### config.mk
export PLATFORM = sky130hd
export DESIGN_NAME = program_loader
export DESIGN_NICKNAME = d
export VERILOG_FILES = /design/src/rtl/program_loader.sv
export SDC_FILE = /design/constraint.sdc
export NUM_CORES = 1
export LEC_CHECK = 0
export ABC_CLOCK_PERIOD_IN_PS = 3000
export BUFFER_PORTS_ARGS = -buffer_cell sky130_fd_sc_hd__buf_2
export CORE_ASPECT_RATIO = 0.75
export CORE_MARGIN = 4
export CORE_UTILIZATION = 50
export CTS_CLUSTER_DIAMETER = 50
export DETAILED_ROUTE_END_ITERATION = 8
export GPL_ROUTABILITY_DRIVEN = 0
export PLACE_DENSITY = 0.83
export SYNTH_ARGS = -nofsm -noshare
export SYNTH_HDL_FRONTEND = slang
export SYNTH_SLANG_ARGS = --single-unit
### constraint.sdc
create_clock -name clk -period 3 [get_ports clk]
set_clock_uncertainty 0.2 [all_clocks]
set_input_delay 0.3 -clock clk [delete_from_list [all_inputs] [get_ports clk]]
set_output_delay 0.3 -clock clk [all_outputs]
set_load 0.005 [all_outputs]
### src/rtl/program_loader.sv
// Assembles 32-bit little-endian words from a framed byte stream and writes them into instruction memory.
// Takes one byte per cycle. Each word write is registered on the 4th byte of the word. in_ready is low in DONE and ERR and while reset is low. The optional CHK byte is enabled by defining LOADER_CHECKSUM_EN.
module program_loader #(
  parameter int          ADDR_W    = 8,
  parameter logic [7:0]  SYNC_BYTE = 8'hA5
) (
  input  logic              clk,
  input  logic              reset,
  input  logic [7:0]        in_data,
  input  logic              in_valid,
  output logic              in_ready,
  input  logic              restart,
  output logic              mem_we,
  output logic [ADDR_W-1:0] mem_addr,
  output logic [31:0]       mem_wd,
  output logic              cpu_hold,
  output logic              done,
  output logic              error
);

  localparam int unsigned MAX_WORDS = 32'd1 << ADDR_W;

  typedef enum logic [2:0] {
    S_IDLE, S_LEN_HI, S_LEN_LO, S_DATA, S_CHK, S_DONE, S_ERR
  } state_t;

  state_t            state;
  logic              rdy_q;
  logic [7:0]        len_hi;
  logic [ADDR_W-1:0] word_idx;
  logic [ADDR_W-1:0] last_idx;
  logic [1:0]        byte_idx;
  logic [23:0]       word_q;
  logic [15:0]       len_n;
  logic              take;
`ifdef LOADER_CHECKSUM_EN
  logic [7:0]        chk;
`endif

  assign in_ready = reset && rdy_q;
  assign take     = in_valid && in_ready;
  assign len_n    = {len_hi, in_data};

  always_ff @(posedge clk) begin
    if (!reset) begin
      state    <= S_IDLE;
      rdy_q    <= 1'b1;
      len_hi   <= 8'd0;
      word_idx <= '0;
      last_idx <= '0;
      byte_idx <= 2'd0;
      word_q   <= 24'd0;
      mem_we   <= 1'b0;
      mem_addr <= '0;
      mem_wd   <= 32'd0;
      cpu_hold <= 1'b1;
      done     <= 1'b0;
      error    <= 1'b0;
`ifdef LOADER_CHECKSUM_EN
      chk      <= 8'd0;
`endif
    end else begin
      mem_we <= 1'b0;
      case (state)
        S_IDLE: begin
          if (take && in_data == SYNC_BYTE) state <= S_LEN_HI;
        end
        S_LEN_HI: begin
          if (take) begin
            len_hi <= in_data;
`ifdef LOADER_CHECKSUM_EN
            chk    <= chk ^ in_data;
`endif
            state  <= S_LEN_LO;
          end
        end
        S_LEN_LO: begin
          if (take) begin
`ifdef LOADER_CHECKSUM_EN
            chk      <= chk ^ in_data;
`endif
            word_idx <= '0;
            byte_idx <= 2'd0;
            last_idx <= ADDR_W'(len_n - 16'd1);
            if (len_n == 16'd0) begin
`ifdef LOADER_CHECKSUM_EN
              state    <= S_CHK;
`else
              state    <= S_DONE;
              rdy_q    <= 1'b0;
              done     <= 1'b1;
              cpu_hold <= 1'b0;
`endif
            end else if (32'(len_n) > MAX_WORDS) begin
              state <= S_ERR;
              rdy_q <= 1'b0;
              error <= 1'b1;
            end else begin
              state <= S_DATA;
            end
          end
        end
        S_DATA: begin
          if (take) begin
`ifdef LOADER_CHECKSUM_EN
            chk      <= chk ^ in_data;
`endif
            byte_idx <= byte_idx + 2'd1;
            word_q   <= {in_data, word_q[23:8]};
            // Fourth byte completes the word; it goes straight to memory, not through word_q.
            if (byte_idx == 2'd3) begin
              mem_we   <= 1'b1;
              mem_addr <= word_idx;
              mem_wd   <= {in_data, word_q};
              word_idx <= word_idx + ADDR_W'(1);
              if (word_idx == last_idx) begin
`ifdef LOADER_CHECKSUM_EN
                state    <= S_CHK;
`else
                state    <= S_DONE;
                rdy_q    <= 1'b0;
                done     <= 1'b1;
                cpu_hold <= 1'b0;
`endif
              end
            end
          end
        end
`ifdef LOADER_CHECKSUM_EN
        S_CHK: begin
          if (take) begin
            rdy_q <= 1'b0;
            if (in_data == chk) begin
              state    <= S_DONE;
              done     <= 1'b1;
              cpu_hold <= 1'b0;
            end else begin
              state <= S_ERR;
              error <= 1'b1;
            end
          end
        end
`endif
        S_DONE, S_ERR: begin
          if (restart) begin
            state    <= S_IDLE;
            rdy_q    <= 1'b1;
            done     <= 1'b0;
            error    <= 1'b0;
            cpu_hold <= 1'b1;
            word_idx <= '0;
            byte_idx <= 2'd0;
`ifdef LOADER_CHECKSUM_EN
            chk      <= 8'd0;
`endif
          end
        end
        default: begin
          state <= S_IDLE;
          rdy_q <= 1'b1;
        end
      endcase
    end
  end

endmodule

== Word-level counts from Yosys, hierarchy flattened ==
Index checks and enable logic that the tools add are counted.

* Add/subtract/negate cells: 3
* Magnitude comparators: 1
* Equal/unequal tests: 19
* Mux-type cells: 42
* Bitwise gates (word level): 1
* Reductions and logical operators: 20

{| class="wikitable"
|+ Operators by type and width
! operator !! count
|-
| $mux 8 || 4
|-
| $mux 3 || 9
|-
| $pmux 8 s3 || 1
|-
| $reduce_and 7->1 || 3
|-
| $ne 2x2->1 const B || 10
|-
| $mux 1 || 19
|-
| $gt 16x9->1 const B || 1
|-
| $logic_not 16->1 || 1
|-
| $pmux 3 s5 || 1
|-
| $reduce_and 5->1 || 2
|-
| $add 8x1->8 const B || 1
|-
| $eq 8x8->1 || 1
|-
| $eq 8x8->1 const B || 1
|-
| $sub 8x1->8 const B || 1
|-
| $eq 3x2->1 const B || 2
|-
| $eq 3x3->1 const B || 2
|-
| $mux 2 || 3
|-
| $pmux 1 s3 || 2
|-
| $pmux 2 s3 || 1
|-
| $reduce_and 2->1 || 3
|-
| $reduce_and 3->1 || 2
|-
| $pmux 1 s4 || 1
|-
| $reduce_and 4->1 || 1
|-
| $reduce_or 2->1 || 2
|-
| 10 further kinds || 12
|}

* Flip-flop bits (word level): 98
* Output and inout bits: 45

== Longest topological paths before layout ==
Gate-level depths: netlist (run 1).

* Word-level depth: 5
* Depth in mapped cells: 7
* Gate-level depth less buffers: 7

== Least setup slack after synthesis (run 1) ==
Ideal clock, no wire load.

* Path kind: input to register
* Start point: input port in_data[3]
* End point: register rdy_q
* Library setup time: 0.122 ns
* Data arrival time: 1.855 ns
* Required time: 2.678 ns
* Slack: 0.823 ns
* Stages on the path: 6
* Path buffers: 1
* Cell sequence: buf_6 > or4_4 > or3_4 > xnor2_1 > o2111ai_1 > a221o_1

* Word-level cells in the longest chain between the ends: 4
* Elaborated cells on any way between the ends: 7

{| class="wikitable"
|+ Ends and longest elaborated chain
! what !! RTL line !! text
|-
| start: declaration || 9 || <nowiki>input logic [7:0] in_data,</nowiki>
|-
| branches (longest 4 deep; another with $gt 16x9->1) || - ||
|-
| end signal: assignment || 90 || <nowiki>rdy_q <= 1'b0;</nowiki>
|-
| end signal: assignment || 96 || <nowiki>rdy_q <= 1'b0;</nowiki>
|-
| end signal: assignment || 121 || <nowiki>rdy_q <= 1'b0;</nowiki>
|-
| end: declaration || 28 || <nowiki>logic rdy_q;</nowiki>
|}

Several ways; the timed one is not identified. The select of a mux whose other input is x is not followed.
A chain may end at the register's enable or synchronous reset.

== Worst setup path in the final report (run 1) ==
* Start point: register state[1]
* End point: register rdy_q

* Word-level cells in the longest chain between the ends: 4
* Elaborated cells on any way between the ends: 17

{| class="wikitable"
|+ Ends and longest elaborated chain
! what !! RTL line !! text
|-
| start: declaration || 27 || <nowiki>state_t state;</nowiki>
|-
| start signal: assignment || 46 || <nowiki>state <= S_IDLE;</nowiki>
|-
| start signal: assignment || 66 || <nowiki>if (take && in_data == SYNC_BYTE) state <= S_LEN_HI;</nowiki>
|-
| start signal: assignment || 74 || <nowiki>state <= S_LEN_LO;</nowiki>
|-
| $eq 3x3->1, or another cell as far along || 64 || <nowiki>case (state)</nowiki>
|-
| $reduce_or 2->1 (on tied branches) || - ||
|-
| $ne 2x2->1 (no line) / $not 1->1 (equally long branches) || - ||
|-
| $reduce_and 7->1 (no line) || - ||
|-
| end signal: assignment || 47 || <nowiki>rdy_q <= 1'b1;</nowiki>
|-
| end signal: assignment || 90 ||
|-
| end signal: assignment || 96 ||
|}

Parallel ways exist; a longest one is shown, timed or not.

==> results of run 1 <==
## routing by layer
metal  global-route usage  vias to the layer above  share of wire
met4               0.0492                        0         0.0083
met3               0.0592                       14          0.064
met1                0.284                     1591           0.47
met5                    0                        -              0
met2                0.316                      102           0.46
li1                     -                     1723              -
## path summary, 6_finish.rpt
kind               from   endpoint  slack, ns  cells after the start
min          in_data[6]  len_hi[6]       0.02                      3
max reg2reg    state[1]      rdy_q       0.77                      5
max            state[1]      rdy_q       0.77                      5
min reg2reg        done       done       0.25                      2
## critical path: cells and delay by family, from the launching register on
family	cells	cell delay, ns
AO/OA/AOI/OAI	3	0.88
flip-flops	1	0.52
AND/OR/NAND/NOR	2	0.52
## flip-flops by register name, indices dropped and copies added (netlist names)
signal    cells
word_q       24
len_hi        8
cpu_hold      1
mem_wd       32
word_idx      8
last_idx      8
mem_addr      8
rdy_q         1
mem_we        1
error         1
byte_idx      2
done          1
state         3
## area by class of cell
class                   instances  area [µm²]  area share
clock buffers                  10         128      0.0286
clock inverters                 6        87.6      0.0196
inverters                       7        26.3     0.00589
multi-input cells             353        1790       0.401
flip-flops and latches         98        1960       0.440
well taps                     101         126      0.0283
repair buffers                 64         340      0.0763
## cell families (layout without fill, tap and decap cells)
family | after synthesis | in the layout
AND/OR/NAND/NOR | 206 | 206
AO/OA/AOI/OAI | 122 | 122
flip-flops | 98 | 98
buffers and inverters | 38 | 87
XOR/XNOR | 20 | 20
adder cells (fa/ha/maj) | 4 | 4
multiplexers | 1 | 1
## through the flow
step / area (µm²) / setup slack, ns
2_1_floorplan: 3910 / 0.823
3_3_place_gp: 4250 / 0.643
3_5_place_dp: 4250 / 0.623
4_1_cts: 4460 / 0.821
5_1_grt: 4460 / 0.621
6_report: 4460 / 0.769
## report_power, final
group | switching (mW) | internal (mW) | leakage, nW
Clock | 0.448 | 0.473 | 0.111
Sequential | 0.0376 | 1.33 | 0.790
Combinational | 0.152 | 0.0881 | 0.774
Total | 0.638 | 1.89 | 1.67
## placed cells by master (no fill, tap or decap), types with 3 or more instances in the layout
| cell type | count |
|---|---|
| and2_1 | 4 |
| nand2b_1 | 5 |
| nor4_1 | 3 |
| and3_1 | 3 |
| xor2_1 | 7 |
| a211oi_1 | 6 |
| a21oi_1 | 79 |
| clkbuf_8 | 9 |
| o21ai_0 | 15 |
| xnor2_1 | 13 |
| nor2_1 | 30 |
| nand3_1 | 5 |
| dfxtp_1 | 98 |
| nand2_1 | 143 |
| inv_1 | 6 |
| buf_4 | 8 |
| ha_1 | 4 |
| o211ai_1 | 4 |
| a21o_1 | 3 |
| nor3_1 | 3 |
| buf_2 | 56 |
==> tab_implementation.tex, run 1 <==
\begin{tabular}{lr}
\hline
Metric & Value \\
\hline
\multicolumn{2}{l}{\textbf{Status}} \\
\quad Status & finished clean \\
\multicolumn{2}{l}{\textbf{Setup path}} \\
\quad Critical Path, Cell by Cell & nand2b\_1 -> nor2\_1 -> a21oi\_1 -> o2111ai\_1 -> a221o\_1 \\
\quad Required time at the worst-slack endpoint & 3.06 ns \\
\quad Signal arrival time at the worst endpoint & about 2.3 ns \\
\quad Standard cell with the maximum stage delay on the critical path & dfxtp\_1 \\
\quad Category of the most critical setup path & reg2reg \\
\quad Category of the worst setup path launch point & register \\
\quad Max stage delay on crit path & $\sim$0.52 ns \\
\quad Crit Path Max Fanout & 13 \\
\quad Category of the worst setup path capture point & register \\
\multicolumn{2}{l}{\textbf{Final layout}} \\
\quad Final Instance Count excl. Fillers & between 600 and 700 \\
\quad Share of cells above drive strength 1 & 0.152 \\
\quad Finished Core Util & 0.597 \\
\quad Area growth syn-to-layout & 14.0\% \\
\quad Final-stage net count & between 500 and 600 \\
\quad Count of fill cells added during filler insertion & approximately 700 \\
\quad Count of antenna diodes in the layout & 0 \\
\multicolumn{2}{l}{\textbf{Yosys}} \\
\quad Number of instances in the synthesized netlist & $\sim$490 \\
\quad Number of synthesized flops with an enable pin & 0 \\
\quad Cell taking the most area after synthesis & dfxtp\_1 \\
\quad Synthesized-area fraction occupied by xor and xnor cells & 0.0448 \\
\quad Synth unique cells & 43 \\
\quad Share of async-settable or async-resettable flops after synthesis & 0 \\
\quad Leading register cell type out of synthesis & dfxtp\_1 \\
\quad Area share of and/or/nand/nor cells after synthesis & 0.222 \\
\quad Post-synth net total & roughly 510 \\
\quad Synth Area in Adders & 0.0128 \\
\quad Post-synthesis mux area share & 0.00256 \\
\quad Mapped Avg Cell Area & about 8 µm² \\
\quad Main combinational cell family by area after synthesis & simple AND/OR/NAND/NOR gates \\
\quad Most frequent cell after synthesis & nand2\_1 \\
\quad Top cell type's share of synthesized area & 0.501 \\
\quad Sequential area share after synthesis & 0.501 \\
\quad Compound-gate portion of the synthesized area & 0.176 \\
\quad Most area-consuming cells after synthesis & dfxtp\_1, nand2\_1, a21oi\_1, xnor2\_1, nor2\_1 \\
\quad Total of flip-flops plus latches after synthesis & 98 \\
\quad Netlist area before placement & around 4000 µm² \\
\quad Most frequent cells after synthesis & nand2\_1, dfxtp\_1, a21oi\_1 \\
\quad Synthesis warning total & 0 \\
\multicolumn{2}{l}{\textbf{Worst hold path}} \\
\quad Min-delay worst type & in2reg \\
\multicolumn{2}{l}{\textbf{Clock tree}} \\
\quad Clock-pin transition on the worst setup and hold timing paths & 0.09 ns \\
\quad CTS sink count & roughly 100 \\
\quad Bufs on Longest Clock Path & 2 \\
\quad CTS H-tree lvls & 3 \\
\quad Clock tree from TritonCTS & yes \\
\quad Count of instances resized after the clock tree is built & 0 \\
\quad Number of buffers added to fix hold violations after cts & 0 \\
\quad Clock root buffer & clkbuf\_8 \\
\quad Post-CTS setup repair buffer count & 0 \\
\quad Number of buffers inserted during clock tree synthesis & 9 \\
\quad Clk Latency, worst-skew pair & roughly 0.37 ns \\
\multicolumn{2}{l}{\textbf{Die}} \\
\quad X dimension of the die & between 100 and 150 µm \\
\quad Die outline area & 9320 µm² \\
\quad Std-Cell Core Area & 7470 µm² \\
\quad Initial core utilization & 0.524 \\
\quad Number of standard-cell rows in the floorplan & 27 \\
\quad Floorplan die height & 84.6 µm \\
\quad Number of I/O pins & 57 \\
\multicolumn{2}{l}{\textbf{Power and ir drop}} \\
\quad Power density over the cells & approximately 570 nW/µm² \\
\quad Cell leakage power & roughly 1.7 nW \\
\quad Maximum VDD drop & around 0.29 mV \\
\quad Total power of the final layout & 2.53 mW \\
\multicolumn{2}{l}{\textbf{Place}} \\
\quad Total of buffers placed on input and output ports & 56 \\
\quad Hpwl dp & approximately 6.4 mm \\
\quad Number of placed cells counting well taps & slightly above 600 \\
\multicolumn{2}{l}{\textbf{Global route}} \\
\quad Total gr overflow & 0 \\
\quad Via count of the first global-routing pass & roughly 3200 \\
\quad Wire length of the first global-routing pass & about 15 mm \\
\quad Global Route Usage Sum & 0.205 \\
\quad Pin count of the biggest net entering global routing & 52 \\
\quad Initial antenna violation count & 0 \\
\multicolumn{2}{l}{\textbf{STA}} \\
\quad Unrepaired setup endpoints after global routing & no \\
\quad Maximum clock rate & 448 MHz \\
\quad Slew Viols, Final & 0 \\
\quad Post-route clock period utilization & 0.744 \\
\quad Actual slew at the worst max-slew pin & approximately 0.84 ns \\
\quad Aggregate negative setup slack & 0 ns \\
\quad Hold Violations, Final & 0 \\
\quad Time the final worst path needs with I/O delays and setup & 2.23 ns \\
\quad Hold slack final & 0.0195 ns \\
\quad Count of endpoints failing setup in the final report & 0 \\
\quad Slew margin rel. & 0.436 \\
\multicolumn{2}{l}{\textbf{Drt}} \\
\quad Post-detailed-route DRC marker count & 0 \\
\quad Number of DRC violations after detailed-routing iteration 0 & 279 \\
\quad Wire length per cell & 14.2 µm \\
\quad Number of optimization iterations in the first detailed-route pass & 5 \\
\quad Total number of vias & around 3400 \\
\quad Vias per cell & about 5.4 \\
\quad Number of routed nets with antenna violations & 0 \\
\quad Detailed-route wire length & $\sim$9.1 mm \\
\multicolumn{2}{l}{\textbf{Run}} \\
\quad Number of violations of the max-capacitance limit & 0 \\
\hline
\end{tabular}
(Power assumes the default switching activity.)
==> inputs of run 2 (changes only) <==
--- a/config.mk
+++ b/config.mk
@@ -5,7 +5,8 @@
 export SDC_FILE = /design/constraint.sdc
 export NUM_CORES = 1
 export LEC_CHECK = 0
-export ABC_CLOCK_PERIOD_IN_PS = 3000
+export ABC_AREA = 1
+export ABC_CLOCK_PERIOD_IN_PS = 1900
 export BUFFER_PORTS_ARGS = -buffer_cell sky130_fd_sc_hd__buf_2
 export CORE_ASPECT_RATIO = 0.75
 export CORE_MARGIN = 4
@@ -13,7 +14,7 @@
 export CTS_CLUSTER_DIAMETER = 50
 export DETAILED_ROUTE_END_ITERATION = 8
 export GPL_ROUTABILITY_DRIVEN = 0
-export PLACE_DENSITY = 0.83
+export PLACE_DENSITY = 0.86
 export SYNTH_ARGS = -nofsm -noshare
 export SYNTH_HDL_FRONTEND = slang
 export SYNTH_SLANG_ARGS = --single-unit
==> constraint.sdc (replaced) <==
create_clock -name clk -period 1.9 [get_ports clk]
set_clock_uncertainty 0.2 [all_clocks]
set_input_delay 0.19 -clock clk [delete_from_list [all_inputs] [get_ports clk]]
set_output_delay 0.19 -clock clk [all_outputs]
set_load 0.005 [all_outputs]
==> run 2 against run 1 <==
Effect of this change:
- first-iteration DRC count is 4.7% higher
- routed wire length is 6.6% higher
- largest power group unchanged
- synthesized cell count is 9.4% higher
- critical path type unchanged
- largest cell class unchanged
- worst hold slack better by 0.0061 ns
==> tab_implementation.tex, run 2 <==
\begin{tabular}{lr}
\hline
Metric & Value \\
\hline
\multicolumn{2}{l}{\textbf{Clock tree}} \\
\quad CTS H-tree lvls & 3 \\
\quad Clk Latency, worst-skew pair & approximately 0.36 ns \\
\quad Number of buffers inserted during clock tree synthesis & 9 \\
\quad Bufs on Longest Clock Path & 2 \\
\quad Clock-pin transition on the worst setup and hold timing paths & 0.10 ns \\
\quad Clock root buffer & clkbuf\_8 \\
\quad Clock tree from TritonCTS & yes \\
\quad CTS sink count & 98 \\
\multicolumn{2}{l}{\textbf{Place}} \\
\quad Hpwl dp & between 6 and 7 mm \\
\quad Total of buffers placed on input and output ports & 56 \\
\quad Dpl ws & between 0.009 and 0.01 ns \\
\multicolumn{2}{l}{\textbf{Setup path}} \\
\quad Standard cell with the maximum stage delay on the critical path & dfxtp\_1 \\
\quad Worst flop-to-flop path endpoint & mem\_wd[17] \\
\quad Max stage delay on crit path & approximately 0.4 ns \\
\quad Required time at the worst-slack endpoint & 1.96 ns \\
\quad Category of the worst setup path launch point & register \\
\quad Number of cells on the worst reg-to-reg path & 8 \\
\quad Category of the worst setup path capture point & register \\
\quad Category of the most critical setup path & reg2reg \\
\quad Crit Path Max Fanout & 18 \\
\quad Launching point of the worst reg2reg path & state[2] \\
\quad Critical Path, Cell by Cell & nor2\_4 -> nand2\_2 -> nor2\_4 -> inv\_2 -> nor2\_8 -> inv\_2 -> nor2\_1 -> nor2\_1 \\
\quad Signal arrival time at the worst endpoint & between 1.5 and 2 ns \\
\quad Worst reg2reg setup slack & approximately 0.099 ns \\
\multicolumn{2}{l}{\textbf{Die}} \\
\quad X dimension of the die & 112 µm \\
\quad Die outline area & around 9600 µm² \\
\quad Number of standard-cell rows in the floorplan & 28 \\
\quad Initial core utilization & 0.512 \\
\quad Std-Cell Core Area & 7880 µm² \\
\quad Floorplan die height & 85.8 µm \\
\quad Number of I/O pins & 57 \\
\multicolumn{2}{l}{\textbf{Drt}} \\
\quad Vias per cell & 5.34 \\
\quad Number of DRC violations after detailed-routing iteration 0 & 292 \\
\quad Total number of vias & about 3800 \\
\quad Post-detailed-route DRC marker count & 0 \\
\quad Detailed-route wire length & just under 10 mm \\
\quad Number of optimization iterations in the first detailed-route pass & 5 \\
\quad Wire length per cell & about 14 µm \\
\quad Number of routed nets with antenna violations & 0 \\
\multicolumn{2}{l}{\textbf{STA}} \\
\quad Maximum clock rate & 555 MHz \\
\quad Time the final worst path needs with I/O delays and setup & $\sim$1.8 ns \\
\quad Slew margin rel. & 0.630 \\
\quad Aggregate negative setup slack & 0 ns \\
\quad Post-route clock period utilization & 0.948 \\
\quad Slew Viols, Final & 0 \\
\quad Count of endpoints failing setup in the final report & 0 \\
\quad Hold Violations, Final & 0 \\
\quad PnR worst setup slack & between 0.09 and 0.1 ns \\
\quad Actual slew at the worst max-slew pin & about 0.55 ns \\
\quad Unrepaired setup endpoints after global routing & yes \\
\multicolumn{2}{l}{\textbf{Power and ir drop}} \\
\quad Power density over the cells & roughly 920 nW/µm² \\
\quad Maximum VDD drop & roughly 0.46 mV \\
\quad Cell leakage power & roughly 2.2 nW \\
\multicolumn{2}{l}{\textbf{Final layout}} \\
\quad Largest registers & mem\_wd: 32 flops, word\_q: 24 flops \\
\quad Share of cells above drive strength 1 & 0.200 \\
\quad Area growth syn-to-layout & 18.0\% \\
\quad Count of fill cells added during filler insertion & between 600 and 700 \\
\quad Leading cell types in the layout, fill and taps excluded & nor2\_1, dfxtp\_1, nand2\_1 \\
\quad Leading cell type in the layout, fill and taps excluded & nor2\_1 \\
\quad Register name with the most flops & mem\_wd \\
\quad Flip-flop count of the largest register, all copies and words added & 32 \\
\quad Final-stage net count & slightly above 600 \\
\quad Count of antenna diodes in the layout & 0 \\
\multicolumn{2}{l}{\textbf{Global route}} \\
\quad Total gr overflow & 0 \\
\quad Via count of the first global-routing pass & 3510 \\
\quad Wire length of the first global-routing pass & 16.1 mm \\
\quad Initial antenna violation count & 0 \\
\quad Pin count of the biggest net entering global routing & 40 \\
\quad Global Route Usage Sum & 0.203 \\
\multicolumn{2}{l}{\textbf{Yosys}} \\
\quad Most frequent cells after synthesis & nor2\_1, dfxtp\_1, nand2\_1 \\
\quad Leading register cell type out of synthesis & dfxtp\_1 \\
\quad Synth unique cells & 28 \\
\quad Sequential area share after synthesis & 0.486 \\
\quad Most area-consuming cells after synthesis & dfxtp\_1, nor2\_1, a21oi\_1, o21ai\_0, nand2\_1 \\
\quad Number of instances in the synthesized netlist & $\sim$540 \\
\quad Cell taking the most area after synthesis & dfxtp\_1 \\
\quad Most frequent cell after synthesis & nor2\_1 \\
\quad Netlist area before placement & 4040 µm² \\
\quad Top cell type's share of synthesized area & 0.486 \\
\quad Total of flip-flops plus latches after synthesis & 98 \\
\quad Post-synth net total & roughly 550 \\
\quad Synthesis warning total & 0 \\
\quad Share of async-settable or async-resettable flops after synthesis & 0 \\
\quad Number of synthesized flops with an enable pin & 0 \\
\quad Mapped Avg Cell Area & 7.55 µm² \\
\multicolumn{2}{l}{\textbf{Worst hold path}} \\
\quad Capture endpoint of the worst hold path & mem\_wd[26] \\
\quad HP Start & in\_data[2] \\
\quad Min-delay worst type & in2reg \\
\quad Instance count along the most critical hold path & 3 \\
\multicolumn{2}{l}{\textbf{Run}} \\
\quad Number of violations of the max-capacitance limit & 0 \\
\multicolumn{2}{l}{\textbf{Status}} \\
\quad Status & finished clean \\
\hline
\end{tabular}
==> run 2: cell types whose count changed after synthesis, sizes merged, moves of 8 or more <==
cell | previous run | this run
xnor2 | 13 | 1
a21oi | 79 | 67
nor2 | 30 | 106
inv | 7 | 55
buf | 2 | 11
a211oi | 6 | 14
nand2 | 143 | 71
o21ai | 15 | 61
clkbuf | 29 | 12
nand3 | 5 | 19
==> run 2: logic make-up after synthesis <==
logic type / after synthesis / synth area share
flip-flops: 98 / 0.486
buffers and inverters: 79 / 0.0781
AO/OA/AOI/OAI: 146 / 0.202
adder cells (fa/ha/maj): 4 / 0.0124
XOR/XNOR: 5 / 0.0108
AND/OR/NAND/NOR: 203 / 0.210
==> run 2: timing repair <==
item                                    in CTS  in global routing
setup buffers                                0                  4
endpoints found under the hold margin        6                  1
resized for setup                            0                 14
endpoints found under the setup margin       0                 34
hold buffers                                 4                  1
==> run 2: layer usage <==
| metal | wire length [µm] | global-route usage | vias to the layer above | part of all wire |
|---|---|---|---|---|
| met5 | 0 | 0 | - | 0 |
| met2 | 4420 | 0.329 | 137 | 0.46 |
| met3 | 674 | 0.0458 | 13 | 0.070 |
| met1 | 4440 | 0.272 | 1767 | 0.46 |
| li1 | - | - | 1874 | - |
| met4 | 114 | 0.0663 | 0 | 0.012 |
==> run 2: worst max-delay path by stage <==
stage / from / slack, ns / cells after the start / endpoint
finish: state[2] / 0.1 / 8 / mem_wd[17]
global route: state[0] / -0.04 / 9 / word_idx[6]
CTS: state[0] / 0.05 / 9 / word_idx[2]
detailed placement: in_data[0] / 0.01 / 12 / done
global placement: in_data[0] / 0.09 / 12 / cpu_hold
floorplan: in_data[1] / 0.23 / 11 / done
==> run 2: final cells by class <==
type                       count  area (µm²)  area share
clock buffer                   9         124      0.0260
clock inverter                 7        67.6      0.0142
inverter                      56         210      0.0441
multi-input combinational    358        1790       0.375
sequential                    98        1970       0.413
tap                          105         131      0.0276
timing repair buffer          77         479       0.101
==> run 2: through the flow <==
step	std cells	instance area, µm²	utilization	hold slack, ns	power (mW)
after floorplan	535	4040	-	0.0800	2.82
after global placement	685	4460	0.566	0.198	2.98
after detailed placement	685	4460	0.566	0.203	3.01
after CTS	705	4690	0.595	0.00217	4.29
after global routing	710	4770	0.605	0.0237	4.59
final	710	4770	0.605	0.0255	4.37
==> run 2: report_power, final <==
| group | internal (mW) | leakage [nW] | switching, mW |
|---|---|---|---|
| logic | 0.309 | 1.31 | 0.540 |
| clock network | 0.513 | 0.0997 | 0.787 |
| registers | 2.15 | 0.792 | 0.0764 |
==> run 2: critical path: cells and delay by family, from the launching register on <==
| family | cells | cell delay, ns |
|---|---|---|
| flops | 1 | 0.40 |
| buf+inv | 2 | 0.22 |
| simple gates | 6 | 0.86 |
==> inputs of run 3 (changes only) <==
--- a/config.mk
+++ b/config.mk
@@ -5,7 +5,6 @@
 export SDC_FILE = /design/constraint.sdc
 export NUM_CORES = 1
 export LEC_CHECK = 0
-export ABC_AREA = 1
 export ABC_CLOCK_PERIOD_IN_PS = 1900
 export BUFFER_PORTS_ARGS = -buffer_cell sky130_fd_sc_hd__buf_2
 export CORE_ASPECT_RATIO = 0.75
==> run 3 against run 2 <==
Effect of this change:
- flip-flop and latch count stayed put
- die area shrank 2.8%
- worst setup slack got worse by 0.043 ns
- combinational power down 42%
- clock power grew 6%
- cell area rose by 0.42%
- highest routed layer unchanged
==> tab_implementation.tex, run 3 (synthesized netlist as in run 1, its figures left out) <==
\begin{tabular}{lr}
\hline
Metric & Value \\
\hline
\multicolumn{2}{l}{\textbf{Status}} \\
\quad Status & finished clean \\
\multicolumn{2}{l}{\textbf{Drt}} \\
\quad Number of routed nets with antenna violations & 0 \\
\quad Wire length per cell & 14.6 µm \\
\quad Total number of vias & about 3700 \\
\quad Vias per cell & $\sim$5.5 \\
\quad Post-detailed-route DRC marker count & 0 \\
\quad Detailed-route wire length & around 9.8 mm \\
\quad Number of optimization iterations in the first detailed-route pass & 5 \\
\quad Number of DRC violations after detailed-routing iteration 0 & approximately 240 \\
\multicolumn{2}{l}{\textbf{STA}} \\
\quad Slew Viols, Final & 0 \\
\quad Actual slew at the worst max-slew pin & between 0.3 and 0.4 ns \\
\quad Hold slack final & about 0.020 ns \\
\quad Unrepaired setup endpoints after global routing & yes \\
\quad Time the final worst path needs with I/O delays and setup & 1.84 ns \\
\quad Post-route clock period utilization & 0.970 \\
\quad Aggregate negative setup slack & 0 ns \\
\quad Slew margin rel. & 0.751 \\
\quad Maximum clock rate & 542 MHz \\
\quad Count of endpoints failing setup in the final report & 0 \\
\quad Hold Violations, Final & 0 \\
\multicolumn{2}{l}{\textbf{Setup path}} \\
\quad Standard cell with the maximum stage delay on the critical path & dfxtp\_2 \\
\quad Category of the worst setup path launch point & register \\
\quad Signal arrival time at the worst endpoint & $\sim$1.9 ns \\
\quad Critical Path, Cell by Cell & xnor2\_2 -> nand4\_1 -> o31ai\_2 -> buf\_4 -> o2111ai\_2 -> a221o\_1 \\
\quad Required time at the worst-slack endpoint & 1.96 ns \\
\quad Crit Path Max Fanout & 4 \\
\quad Max stage delay on crit path & between 0.3 and 0.4 ns \\
\quad Launching point of the worst reg2reg path & word\_idx[0] \\
\quad Category of the most critical setup path & reg2reg \\
\quad Category of the worst setup path capture point & register \\
\quad Origin of the worst setup path & word\_idx[0] \\
\multicolumn{2}{l}{\textbf{Final layout}} \\
\quad Register name with the most flops & mem\_wd \\
\quad Area growth syn-to-layout & 22.3\% \\
\quad Count of antenna diodes in the layout & 0 \\
\quad Final-stage net count & 579 \\
\quad Leading cell type in the layout, fill and taps excluded & nand2\_1 \\
\quad Flip-flop count of the largest register, all copies and words added & 32 \\
\quad Largest registers & mem\_wd: 32 flops, word\_q: 24 flops \\
\quad Leading cell types in the layout, fill and taps excluded & nand2\_1, dfxtp\_1, a21oi\_1 \\
\quad Finished Core Util & 0.641 \\
\quad Share of cells above drive strength 1 & 0.229 \\
\multicolumn{2}{l}{\textbf{Die}} \\
\quad Std-Cell Core Area & 7470 µm² \\
\quad Floorplan die height & 84.6 µm \\
\quad Initial core utilization & 0.524 \\
\quad Die outline area & approximately 9300 µm² \\
\quad X dimension of the die & roughly 110 µm \\
\quad Number of I/O pins & between 50 and 60 \\
\quad Number of standard-cell rows in the floorplan & 27 \\
\multicolumn{2}{l}{\textbf{Power and ir drop}} \\
\quad Cell leakage power & $\sim$1.8 nW \\
\quad Maximum VDD drop & $\sim$0.57 mV \\
\quad Cell-internal power & 2.93 mW \\
\quad Portion of total power attributed to combinational logic & 0.123 \\
\quad Total net switching power & between 1 and 1.5 mW \\
\quad Clock share of power & 0.343 \\
\quad Sequential fraction of design power & 0.534 \\
\quad Power density over the cells & between 800 and 900 nW/µm² \\
\quad Proportion of total power due to net switching & 0.273 \\
\quad Total power of the final layout & about 4.0 mW \\
\multicolumn{2}{l}{\textbf{Global route}} \\
\quad Pin count of the biggest net entering global routing & 63 \\
\quad Total gr overflow & 0 \\
\quad Via count of the first global-routing pass & between 3000 and 4000 \\
\quad Wire length of the first global-routing pass & about 16 mm \\
\quad Global Route Usage Sum & 0.218 \\
\quad Initial antenna violation count & 0 \\
\multicolumn{2}{l}{\textbf{Clock tree}} \\
\quad Clk Latency, worst-skew pair & around 0.37 ns \\
\quad CTS H-tree lvls & 3 \\
\quad Bufs on Longest Clock Path & 2 \\
\quad Clock-pin transition on the worst setup and hold timing paths & 0.10 ns \\
\quad CTS sink count & between 90 and 100 \\
\quad Clock root buffer & clkbuf\_8 \\
\quad Number of buffers inserted during clock tree synthesis & 9 \\
\quad Clock tree from TritonCTS & yes \\
\quad Post-CTS setup repair buffer count & 0 \\
\multicolumn{2}{l}{\textbf{Place}} \\
\quad Hpwl dp & about 7 mm \\
\quad Total of buffers placed on input and output ports & between 50 and 60 \\
\multicolumn{2}{l}{\textbf{Worst hold path}} \\
\quad HP Start & in\_data[1] \\
\quad Min-delay worst type & in2reg \\
\multicolumn{2}{l}{\textbf{Run}} \\
\quad Number of violations of the max-capacitance limit & 0 \\
\hline
\end{tabular}
-- run 3: critical path, delay by kind of cell (launching register included) --
kind | cells | cell delay (ns)
compound gates | 3 | 0.73
xor+xnor | 1 | 0.15
buf+inv | 1 | 0.17
simple gates | 1 | 0.13
flops | 1 | 0.35
-- run 3: layout make-up --
class | count | area (µm²)
fillers | 609 | 2680
flip-flops and latches | 98 | 1970
clock inverters | 6 | 75.1
well taps | 101 | 126
repair buffers | 94 | 613
multi-input cells | 353 | 1840
inverters | 7 | 26.3
clock buffers | 10 | 128
-- run 3: power groups by stage --
stage               combinational [mW]  sequential, mW  clock, mW
floorplan                        0.315            2.16          0
global placement                 0.438            2.19          0
detailed placement               0.459            2.19          0
CTS                              0.465            2.14       1.40
global route                     0.537            2.16       1.50
finish                           0.496            2.15       1.38
-- run 3: repair_timing --
item,4_1_cts,5_1_grt
resized for setup,1,19
gates cloned,0,0
endpoints found under the hold margin,4,0
pin swaps,0,7
setup endpoints to repair,1,41
hold buffers,2,0
-- run 3: final timing paths --
| check | to | slack (ns) | depth (start not counted) |
|---|---|---|---|
| setup / recovery | rdy_q | 0.06 | 6 |
| hold / removal | mem_wd[25] | 0.02 | 4 |
| setup reg to reg | rdy_q | 0.06 | 6 |
| hold reg to reg | done | 0.25 | 2 |
-- run 3: per-stage QoR --
step	setup slack, ns	std cells	instance area, µm²
6_report	0.0562	669	4790
5_1_grt	-0.0547	669	4790
4_1_cts	0.0105	670	4730
3_5_place_dp	-0.259	652	4510
3_3_place_gp	-0.199	652	4510
2_1_floorplan	-0.155	489	3920
-- run 3: per-layer routing --
metal  part of all wire  track usage  up-vias
li1                   -            -     1792
met1               0.44        0.299     1704
met2               0.45        0.336      165
met3              0.094       0.0661       19
met4              0.015       0.0582        0
met5                  0            0        -
